File: src/rtl/tinytpu_pkg.sv
// rtl/tinytpu_pkg.sv - shared FSM type and sizing helpers for the streaming tinytpu
package tinytpu_pkg;

    typedef enum logic [1:0] {
        S_IDLE    = 2'd0,
        S_LOAD    = 2'd1,
        S_COMPUTE = 2'd2,
        S_UNLOAD  = 2'd3
    } state_t;

    function automatic int load_beats(input int n, input int d_w, input int lanes);
        return n * n * d_w / lanes;
    endfunction

    function automatic int out_beats(input int n, input int d_w, input int lanes);
        return n * n * 2 * d_w / lanes;
    endfunction

    function automatic int comp_cyc(input int n);
        return 3 * n - 1;
    endfunction

    function automatic int cnt_w(input int v);
        return (v > 1) ? $clog2(v) : 1;
    endfunction

    function automatic bit lanes_legal(input int d_w, input int lanes);
        return (lanes > 0) && (d_w % lanes == 0);
    endfunction

endpackage

File: src/rtl/tpu_skew_feeder.sv
// rtl/tpu_skew_feeder.sv - diagonal skew mux from operand buffers into the systolic edges
module tpu_skew_feeder #(
    parameter int D_W = 8,
    parameter int N   = 2,
    parameter int T_W = 3
) (
    input  logic                 i_active,
    input  logic [T_W-1:0]       i_t,
    input  logic [N*N*D_W-1:0]   i_x_buf,
    input  logic [N*N*D_W-1:0]   i_y_buf,
    output logic [N*D_W-1:0]     o_x_flat,
    output logic [N*D_W-1:0]     o_y_flat
);
    import tinytpu_pkg::*;

    localparam int OP_BITS = N * N * D_W;

    // Buffers hold element [0][0] in the top D_W bits (first loaded, MSB-first).
    always_comb begin
        o_x_flat = '0;
        o_y_flat = '0;
        if (i_active) begin
            for (int i = 0; i < N; i++) begin
                for (int k = 0; k < N; k++) begin
                    if (int'(i_t) == i + k) begin
                        o_x_flat[i*D_W +: D_W] = i_x_buf[OP_BITS-1-(i*N+k)*D_W -: D_W];
                        o_y_flat[i*D_W +: D_W] = i_y_buf[OP_BITS-1-(k*N+i)*D_W -: D_W];
                    end
                end
            end
        end
    end

endmodule

File: src/rtl/tpu_systolic_core.sv
// rtl/tpu_systolic_core.sv - NxN output-stationary systolic MAC array
module tpu_systolic_core #(
    parameter int D_W = 8,
    parameter int N   = 2
) (
    input  logic                   clk,
    input  logic                   rst,
    input  logic                   i_init,
    input  logic [N*D_W-1:0]       i_x_flat,
    input  logic [N*D_W-1:0]       i_y_flat,
    output logic [N*N*2*D_W-1:0]   o_z_flat
);
    localparam int Z_W = 2 * D_W;

    logic [D_W-1:0] r_a   [N][N];
    logic [D_W-1:0] r_b   [N][N];
    logic [Z_W-1:0] r_acc [N][N];
    logic [D_W-1:0] w_a_in [N][N];
    logic [D_W-1:0] w_b_in [N][N];
    logic [Z_W-1:0] w_prod [N][N];

    for (genvar i = 0; i < N; i++) begin : g_row
        for (genvar j = 0; j < N; j++) begin : g_col
            // X flows rightwards along a row, Y flows downwards along a column
            if (j == 0) begin : g_a_edge
                assign w_a_in[i][j] = i_x_flat[i*D_W +: D_W];
            end else begin : g_a_chain
                assign w_a_in[i][j] = r_a[i][j-1];
            end
            if (i == 0) begin : g_b_edge
                assign w_b_in[i][j] = i_y_flat[j*D_W +: D_W];
            end else begin : g_b_chain
                assign w_b_in[i][j] = r_b[i-1][j];
            end

            assign w_prod[i][j] = Z_W'(w_a_in[i][j]) * Z_W'(w_b_in[i][j]);

            always_ff @(posedge clk) begin
                if (rst) begin
                    r_a[i][j]   <= '0;
                    r_b[i][j]   <= '0;
                    r_acc[i][j] <= '0;
                end else begin
                    r_a[i][j]   <= w_a_in[i][j];
                    r_b[i][j]   <= w_b_in[i][j];
                    r_acc[i][j] <= i_init ? w_prod[i][j] : r_acc[i][j] + w_prod[i][j];
                end
            end

            assign o_z_flat[(i*N+j)*Z_W +: Z_W] = r_acc[i][j];
        end
    end

endmodule

File: src/rtl/tinytpu_stream_top.sv
// rtl/tinytpu_stream_top.sv - serial-load / systolic-compute / serial-unload matrix multiplier top
module tinytpu_stream_top #(
    parameter int D_W   = 8,
    parameter int N     = 2,
    parameter int LANES = 1
) (
    input  logic             clk,
    input  logic             rst,
    input  logic             start,
    input  logic             acc_mode,
    input  logic             in_valid,
    output logic             in_ready,
    input  logic [LANES-1:0] data_in_x,
    input  logic [LANES-1:0] data_in_y,
    output logic             out_valid,
    input  logic             out_ready,
    output logic [LANES-1:0] data_out_z,
    output logic             busy,
    output logic             done
);
    import tinytpu_pkg::*;

    localparam int LOAD_BEATS = load_beats(N, D_W, LANES);
    localparam int OUT_BEATS  = out_beats(N, D_W, LANES);
    localparam int COMP_CYC   = comp_cyc(N);
    localparam int Z_W        = 2 * D_W;
    localparam int OP_BITS    = N * N * D_W;
    localparam int RES_BITS   = N * N * Z_W;
    localparam int BEAT_W     = cnt_w(OUT_BEATS);
    localparam int T_W        = cnt_w(COMP_CYC);

    if (!lanes_legal(D_W, LANES)) begin : g_lanes_illegal
        $error("tinytpu_stream_top: LANES must divide D_W");
    end

    state_t              r_state;
    state_t              w_next;
    logic                r_acc_mode;
    logic [BEAT_W-1:0]   r_beat;
    logic [T_W-1:0]      r_t;
    logic [OP_BITS-1:0]  r_x;
    logic [OP_BITS-1:0]  r_y;
    logic [RES_BITS-1:0] r_z;
    logic                r_done;

    logic                w_load_hs;
    logic                w_load_last;
    logic                w_unload_hs;
    logic                w_unload_last;
    logic                w_comp_last;
    logic                w_core_init;
    logic [N*D_W-1:0]    w_x_feed;
    logic [N*D_W-1:0]    w_y_feed;
    logic [RES_BITS-1:0] w_core_z;
    logic [RES_BITS-1:0] w_z_cap;

    assign w_load_hs     = (r_state == S_LOAD) && in_valid;
    assign w_load_last   = (r_beat == BEAT_W'(LOAD_BEATS - 1));
    assign w_unload_hs   = (r_state == S_UNLOAD) && out_ready;
    assign w_unload_last = (r_beat == BEAT_W'(OUT_BEATS - 1));
    assign w_comp_last   = (r_t == T_W'(COMP_CYC - 1));
    assign w_core_init   = (r_state == S_COMPUTE) && (r_t == '0) && !r_acc_mode;

    assign in_ready   = (r_state == S_LOAD);
    assign out_valid  = (r_state == S_UNLOAD);
    assign busy       = (r_state != S_IDLE);
    assign done       = r_done;
    assign data_out_z = out_valid ? r_z[RES_BITS-1 -: LANES] : '0;

    always_comb begin
        w_next = r_state;
        case (r_state)
            S_IDLE:    if (start) w_next = S_LOAD;
            S_LOAD:    if (w_load_hs && w_load_last) w_next = S_COMPUTE;
            S_COMPUTE: if (w_comp_last) w_next = S_UNLOAD;
            S_UNLOAD:  if (w_unload_hs && w_unload_last) w_next = S_IDLE;
            default:   w_next = S_IDLE;
        endcase
    end

    // Core numbers PEs row-major from bit 0; the unload buffer wants [0][0] at the MSB.
    always_comb begin
        w_z_cap = '0;
        for (int e = 0; e < N * N; e++) begin
            w_z_cap[RES_BITS-1-e*Z_W -: Z_W] = w_core_z[e*Z_W +: Z_W];
        end
    end

    always_ff @(posedge clk) begin
        if (rst) begin
            r_state    <= S_IDLE;
            r_acc_mode <= 1'b0;
            r_beat     <= '0;
            r_t        <= '0;
            r_x        <= '0;
            r_y        <= '0;
            r_z        <= '0;
            r_done     <= 1'b0;
        end else begin
            r_state <= w_next;
            r_done  <= w_unload_hs && w_unload_last;
            if ((r_state == S_IDLE) && start) begin
                r_acc_mode <= acc_mode;
            end
            if (w_load_hs) begin
                r_x    <= {r_x[OP_BITS-LANES-1:0], data_in_x};
                r_y    <= {r_y[OP_BITS-LANES-1:0], data_in_y};
                r_beat <= w_load_last ? '0 : r_beat + BEAT_W'(1);
            end
            if (r_state == S_COMPUTE) begin
                r_t <= w_comp_last ? '0 : r_t + T_W'(1);
                if (w_comp_last) begin
                    r_z <= w_z_cap;
                end
            end
            if (w_unload_hs) begin
                r_z    <= r_z << LANES;
                r_beat <= w_unload_last ? '0 : r_beat + BEAT_W'(1);
            end
        end
    end

    tpu_skew_feeder #(
        .D_W (D_W),
        .N   (N),
        .T_W (T_W)
    ) u_feeder (
        .i_active (r_state == S_COMPUTE),
        .i_t      (r_t),
        .i_x_buf  (r_x),
        .i_y_buf  (r_y),
        .o_x_flat (w_x_feed),
        .o_y_flat (w_y_feed)
    );

    tpu_systolic_core #(
        .D_W (D_W),
        .N   (N)
    ) u_core (
        .clk      (clk),
        .rst      (rst),
        .i_init   (w_core_init),
        .i_x_flat (w_x_feed),
        .i_y_flat (w_y_feed),
        .o_z_flat (w_core_z)
    );

endmodule

File: config.mk
export PLATFORM = sky130hd
export DESIGN_NAME = tinytpu_stream_top
export DESIGN_NICKNAME = d
export VERILOG_FILES = /design/src/rtl/tinytpu_pkg.sv /design/src/rtl/tpu_skew_feeder.sv /design/src/rtl/tpu_systolic_core.sv /design/src/rtl/tinytpu_stream_top.sv
export SDC_FILE = /design/constraint.sdc
export NUM_CORES = 1
export LEC_CHECK = 0
export CORE_UTILIZATION = 45
export CTS_CLUSTER_SIZE = 24
export DETAILED_ROUTE_END_ITERATION = 6
export SETUP_SLACK_MARGIN = 0.5
export SLEW_MARGIN = 20
export SYNTH_ARGS = -nofsm -noshare
export SYNTH_HDL_FRONTEND = slang
export SYNTH_HIERARCHICAL = 1
export SYNTH_SLANG_ARGS = --single-unit
File: constraint.sdc
create_clock -name clk -period 9.5 [get_ports clk]
set_clock_uncertainty 0.2 [all_clocks]
set_input_delay 1.9 -clock clk [delete_from_list [all_inputs] [get_ports clk]]
set_output_delay 1.9 -clock clk [all_outputs]
set_load 0.02 [all_outputs]
## Word-level counts from Yosys, hierarchy flattened

Memories as Yosys holds them, arrays and structs flattened.
Cells that the tools add are included.

| word-level totals | value |
|---|---|
| output and inout bits | 5 |
| bits in registers | 141 |
| bits in writable memories | 128 |
| memories kept | 3 |
| logic and storage cells | 108 |

Memories:

| name | depth | width | rd ports | clocked after Yosys merged registers in | wr ports | line | source |
|---|---|---|---|---|---|---|---|
| u_core.r_acc | 2 | 32 | 2 | 0 | 2 | tpu_systolic_core.sv:17 | `logic [Z_W-1:0] r_acc [N][N];` |
| u_core.r_a | 2 | 16 | 2 | 0 | 2 | tpu_systolic_core.sv:15 | `logic [D_W-1:0] r_a [N][N];` |
| u_core.r_b | 2 | 16 | 1 | 0 | 2 | tpu_systolic_core.sv:16 | `logic [D_W-1:0] r_b [N][N];` |

| operators by class | value |
|---|---|
| mux-type cells | 43 |
| multipliers | 4 |
| bitwise gates (word level) | 12 |
| add/subtract/negate cells | 6 |
| eq/ne operators | 12 |
| reduce and logical (&&, ||, !) cells | 19 |

Operators with widths:

| kind | number |
|---|---|
| $mux 64 | 3 |
| $mux 16 | 10 |
| $mux 8 | 16 |
| $add 16x16->16 | 4 |
| $mul 8x8->16 | 4 |
| $mux 6 | 4 |
| $or 1x1->1 | 12 |
| $mux 2 | 4 |
| $pmux 2 s4 | 1 |
| $reduce_bool 2->1 | 4 |
| $logic_and 1x1->1 | 7 |
| $add 6x1->6 const B | 1 |
| $eq 3x3->1 const B | 2 |
| $eq 6x5->1 const B | 1 |
| $eq 6x6->1 const B | 1 |
| $logic_not 3->1 | 2 |
| $eq 2x2->1 const B | 2 |
| $mux 1 | 4 |
| $ne 2x1->1 const B | 2 |
| $ne 2x2->1 const B | 2 |
| $reduce_and 2->1 | 2 |
| $reduce_and 4->1 | 1 |
| $add 3x1->3 const B | 1 |
| $eq 3x2->1 const B | 1 |
| other kinds (5) | 5 |

## Longest topological paths before layout

| logic depth | value |
|---|---|
| depth in word-level cells | 8 |
| depth in mapped cells | 30 |
| depth with buffers taken out | 28 |

## Cells and area by module

The synthesis kept the hierarchy.

By module, submodules not included:

| module | cells an instance | area an instance (um^2) | times used |
|---|---|---|---|
| tpu_systolic_core | 1640 | 14285.0 | 1 |
| tinytpu_stream_top | 648 | 5676.7 | 1 |
| tpu_skew_feeder | 94 | 641.9 | 1 |

## Worst setup path before layout

Ideal clock, no wire load.

| timing path | value |
|---|---|
| kind | register -> register |
| start point | register r_state[0] |
| end point | memory u_core/r_acc[0][31] (netlist name) |
| stages on the path, launching flop included | 29 |
| clock period less this slack | 6369 ps |
| required time | 9228 ps |
| setup slack | 3131 ps |
| arrival | 6098 ps |
| buffers on the path | 2 |
| cells stage by stage | dfxtp_1 -> inv_1 -> ha_1 -> or3b_1 -> buf_6 -> buf_8 -> nor2_1 -> nand2_1 -> fa_1 -> fa_1 -> inv_1 -> fa_1 -> inv_1 -> fa_1 -> inv_1 -> ha_1 -> o21a_1 -> o21ai_0 -> nand2b_1 -> a31o_2 -> a21oi_1 -> xnor2_1 -> ha_1 -> a211o_1 -> o21ai_0 -> o21ai_1 -> a31oi_1 -> mux2i_1 -> mux2i_1 |

RTL lines:

| item | line | source |
|---|---|---|
| start: declaration | tinytpu_stream_top.sv:36 | `state_t r_state;` |
| start signal: assignment | tinytpu_stream_top.sv:100 | `r_state <= w_next;` |
| end: declaration | tpu_systolic_core.sv:17 |  |

==> flow_metrics.env <==
export IMPL_layout_cells_non_filler=2968
export IMPL_drt_total_wl_um=45500
export IMPL_antenna_found_initial=1
export IMPL_htree_levels=1
export IMPL_root_buffer="clkbuf_16"
export IMPL_cts_hold_buf=0
export IMPL_hold_path_endpoint="r_x[31]"
export IMPL_postLayoutCellArea_um2=22200
export IMPL_dieWidth_um=216
export IMPL_ys_ff_latch=237
export IMPL_grtUsageMet2=0.339
export IMPL_period_minus_slack_ps=7610
export IMPL_worst_hold_path_num_cells=2
export IMPL_cp_slowest_cell="or3b_1"
export IMPL_clock_fmax_mhz=131
export IMPL_grt_start_max_net_pins=176
export IMPL_worstSetupStartpointType="register"
export IMPL_post_cts_setup_buffers=0
export IMPL_crit_path_end_kind="register"
export IMPL_r2r_start="r_state[0]"
export IMPL_insertion_delay_ps=560
export IMPL_synth_top_area_frac=0.230
export IMPL_start_util=0.455
export IMPL_switching_share=0.284
export IMPL_p_leak_uw=0.0109
export IMPL_gp_congestion=0.865
export IMPL_avgViaCountPerCell=5.36
export IMPL_hold_violations=0
export IMPL_p_seq_frac=0.412
export IMPL_syn_inst=2382
export IMPL_grt_first_pass_wirelength_um=77000
export IMPL_cp_data_arrival_time_ps=7810
export IMPL_remaining_drc_errors=0
export IMPL_io_buffers=12
export IMPL_setup_viol=0
export IMPL_synth_edf_count=0
export IMPL_power_switching_uw=741
export IMPL_grt_most_used_layer="met2"
export IMPL_syn_to_final_growth_pct=7.58
export IMPL_yosysWarnings=6
export IMPL_finalWorstSetupSlack_ps=1890
export IMPL_rsz0062_at_grt="false"
export IMPL_grtUsageMet3=0.0288
export IMPL_dp_hpwl_um=33500
export IMPL_slew_violations=0
export IMPL_met1_usage=0.262
export IMPL_cpPeakStageDelay_ps=670
export IMPL_synth_top_cell_by_area="dfxtp_1"
export IMPL_post_route_period_util=0.801
export IMPL_ios=13
export IMPL_detail_route_antenna_nets=0
export IMPL_track_usage=0.197
export IMPL_path_class="register to register"
export IMPL_die_height_um=216
export IMPL_synth_common_cells="nand2_1 (238), dfxtp_1 (237), and2_1 (229)"
export IMPL_crit_required_ps=9700
export IMPL_wl_per_cell_um=15.3
export IMPL_grt_overflow=0
export IMPL_syn_cell_area_um2=20600
export IMPL_syn_avg_cell_area_um2=8.65
export IMPL_slew_headroom=0.238
export IMPL_synth_seq_area_share=0.230
export IMPL_r2r_slack_ps=1890
export IMPL_clk_pin_slew_ps=60
export IMPL_maxCapViolations=0
export IMPL_placed_cell_area_um2=21100
export IMPL_layout_nets=2718
export IMPL_min_from="r_x[31]"
export IMPL_cts_sinks=237
export IMPL_place_ws_ps=1920
export IMPL_dr_pass1_iters=5
export IMPL_core_um2=45300
export IMPL_ys_async_sr_fraction=0
export IMPL_synth_area_leaders="dfxtp_1 (23%), fa_1 (14%), ha_1 (13%)"
export IMPL_peakVddDrop_v=0.000163
export IMPL_dieArea_um2=46600
export IMPL_dp_cells=2915
export IMPL_power_share_clock=0.456
export IMPL_drt_iter0_drc=806
export IMPL_power_density_nw_per_um2=118
export IMPL_post_cts_resized=0
export IMPL_num_rows=78
export IMPL_hold_path_class="register to register"
export IMPL_reg2reg_to="u_core/r_acc[0][30]"
export IMPL_tritoncts="done"
export IMPL_tightest_slew_ps=1140
export IMPL_total_power_uw=2610
export IMPL_tns_ps=0
export IMPL_internal_power_uw=1870
export IMPL_cts_made_buffers=29
export IMPL_grt_pass1_vias=15500
export IMPL_vias=15897
export IMPL_status="finished, final reports clean"
export IMPL_drive_gt1_frac=0.0397
export IMPL_synth_ff_type="dfxtp_1"
export IMPL_ys_types=80
export IMPL_timing_critical_path_fanout_max=16
export IMPL_antennaDiodeCount=0
export IMPL_clockBufferDepth=3
export IMPL_syn_num_nets=2754
export IMPL_pwr_share_comb=0.131
export IMPL_synth_most_common_cell="nand2_1"
export IMPL_ff2ff_path_depth=27
worst max path at each step:
stage / startpoint / to / slack [ps] / depth (start not counted)
floorplan: r_state[0] / u_core/r_acc[0][31] / 3130 / 28
global placement: r_state[0] / u_core/r_acc[0][31] / 2220 / 25
detailed placement: r_state[0] / u_core/r_acc[0][31] / 1920 / 24
CTS: r_state[0] / u_core/r_acc[0][31] / 1880 / 24
global route: r_state[0] / u_core/r_acc[0][15] / 1380 / 26
finish: r_state[0] / u_core/r_acc[0][30] / 1890 / 27
kinds of logic after synthesis:
kind of cell | synth area share
xor gates and xnor gates | 0.0361
adders and majority gates | 0.275
buffers and inverters | 0.0622
muxes | 0.0497
DFF | 0.230
AOI/OAI and AO/OA | 0.148
and+or+nand+nor | 0.199
registers in the layout, indices dropped and copies added (netlist names):
name	cells
r_z	64
u_core/r_acc	64
r_x	32
r_y	32
u_core/r_a	16
u_core/r_b	16
r_beat	6
r_t	3
r_state	2
done	1
r_acc_mode	1
cell type report:
class                   instances  area, um^2
clock buffers                  35         788
repair buffers                 21         201
well taps                     600         751
clock inverters                18         234
inverters                     223         837
fillers                      4355       23100
flip-flops and latches        237        4750
multi-input cells            1834       14600
metrics by stage:
stage | util | hold WS [ps]
6_report | 0.489 | 259
5_1_grt | 0.489 | 283
4_1_cts | 0.489 | 259
3_5_place_dp | 0.467 | 250
3_3_place_gp | 0.467 | 245
2_1_floorplan | - | 236
power by group through the flow:
stage,Sequential [uW],Clock [uW],Combinational (uW)
floorplan,1070,0,293
global placement,1100,0,341
detailed placement,1100,0,345
CTS,1080,1230,347
global route,1080,1270,375
finish,1080,1190,343
critical path, delay by kind of cell (launching register included):
kind	cells	cell delay, ps
xor+xnor	1	160
buf+inv	4	260
flops	1	330
simple gates	5	1630
fa+ha+maj	7	3040
compound gates	10	1810
placed cells by master, fill, tap and decap left out, drive strengths merged, types with 6 or more instances in the layout:
cell type,netlist,routed
or3,9,9
clkbuf,61,35
nand4,9,9
nor4,6,6
mux2i,100,100
and3,6,6
nand2b,9,9
nand2,238,238
o21a,23,23
o211ai,9,9
a211oi,80,80
and2,231,231
nor2b,38,38
a31oi,12,12
xor2,36,36
clkdlybuf4s50,0,11
o21bai,13,13
clkinv,0,7
xnor2,49,49
a21oi,176,176
o21ai,61,61
nor2,163,163
nor3b,6,6
o31ai,6,6
buf,27,10
ha,216,216
nand3b,33,33
nor3,29,29
a22o,9,9
inv,223,226
a21o,43,43
dfxtp,237,237
nand3,16,16
fa,148,148
per-layer routing:
layer / routed length, um / up-vias / share of wire
met4: 709 / 0 / 0.016
li1: - / 7964 / -
met1: 21300 / 7641 / 0.47
met5: 0 / - / 0
met2: 21700 / 243 / 0.48
met3: 1740 / 49 / 0.038
No activity file was read; power rests on OpenSTA's default activity.
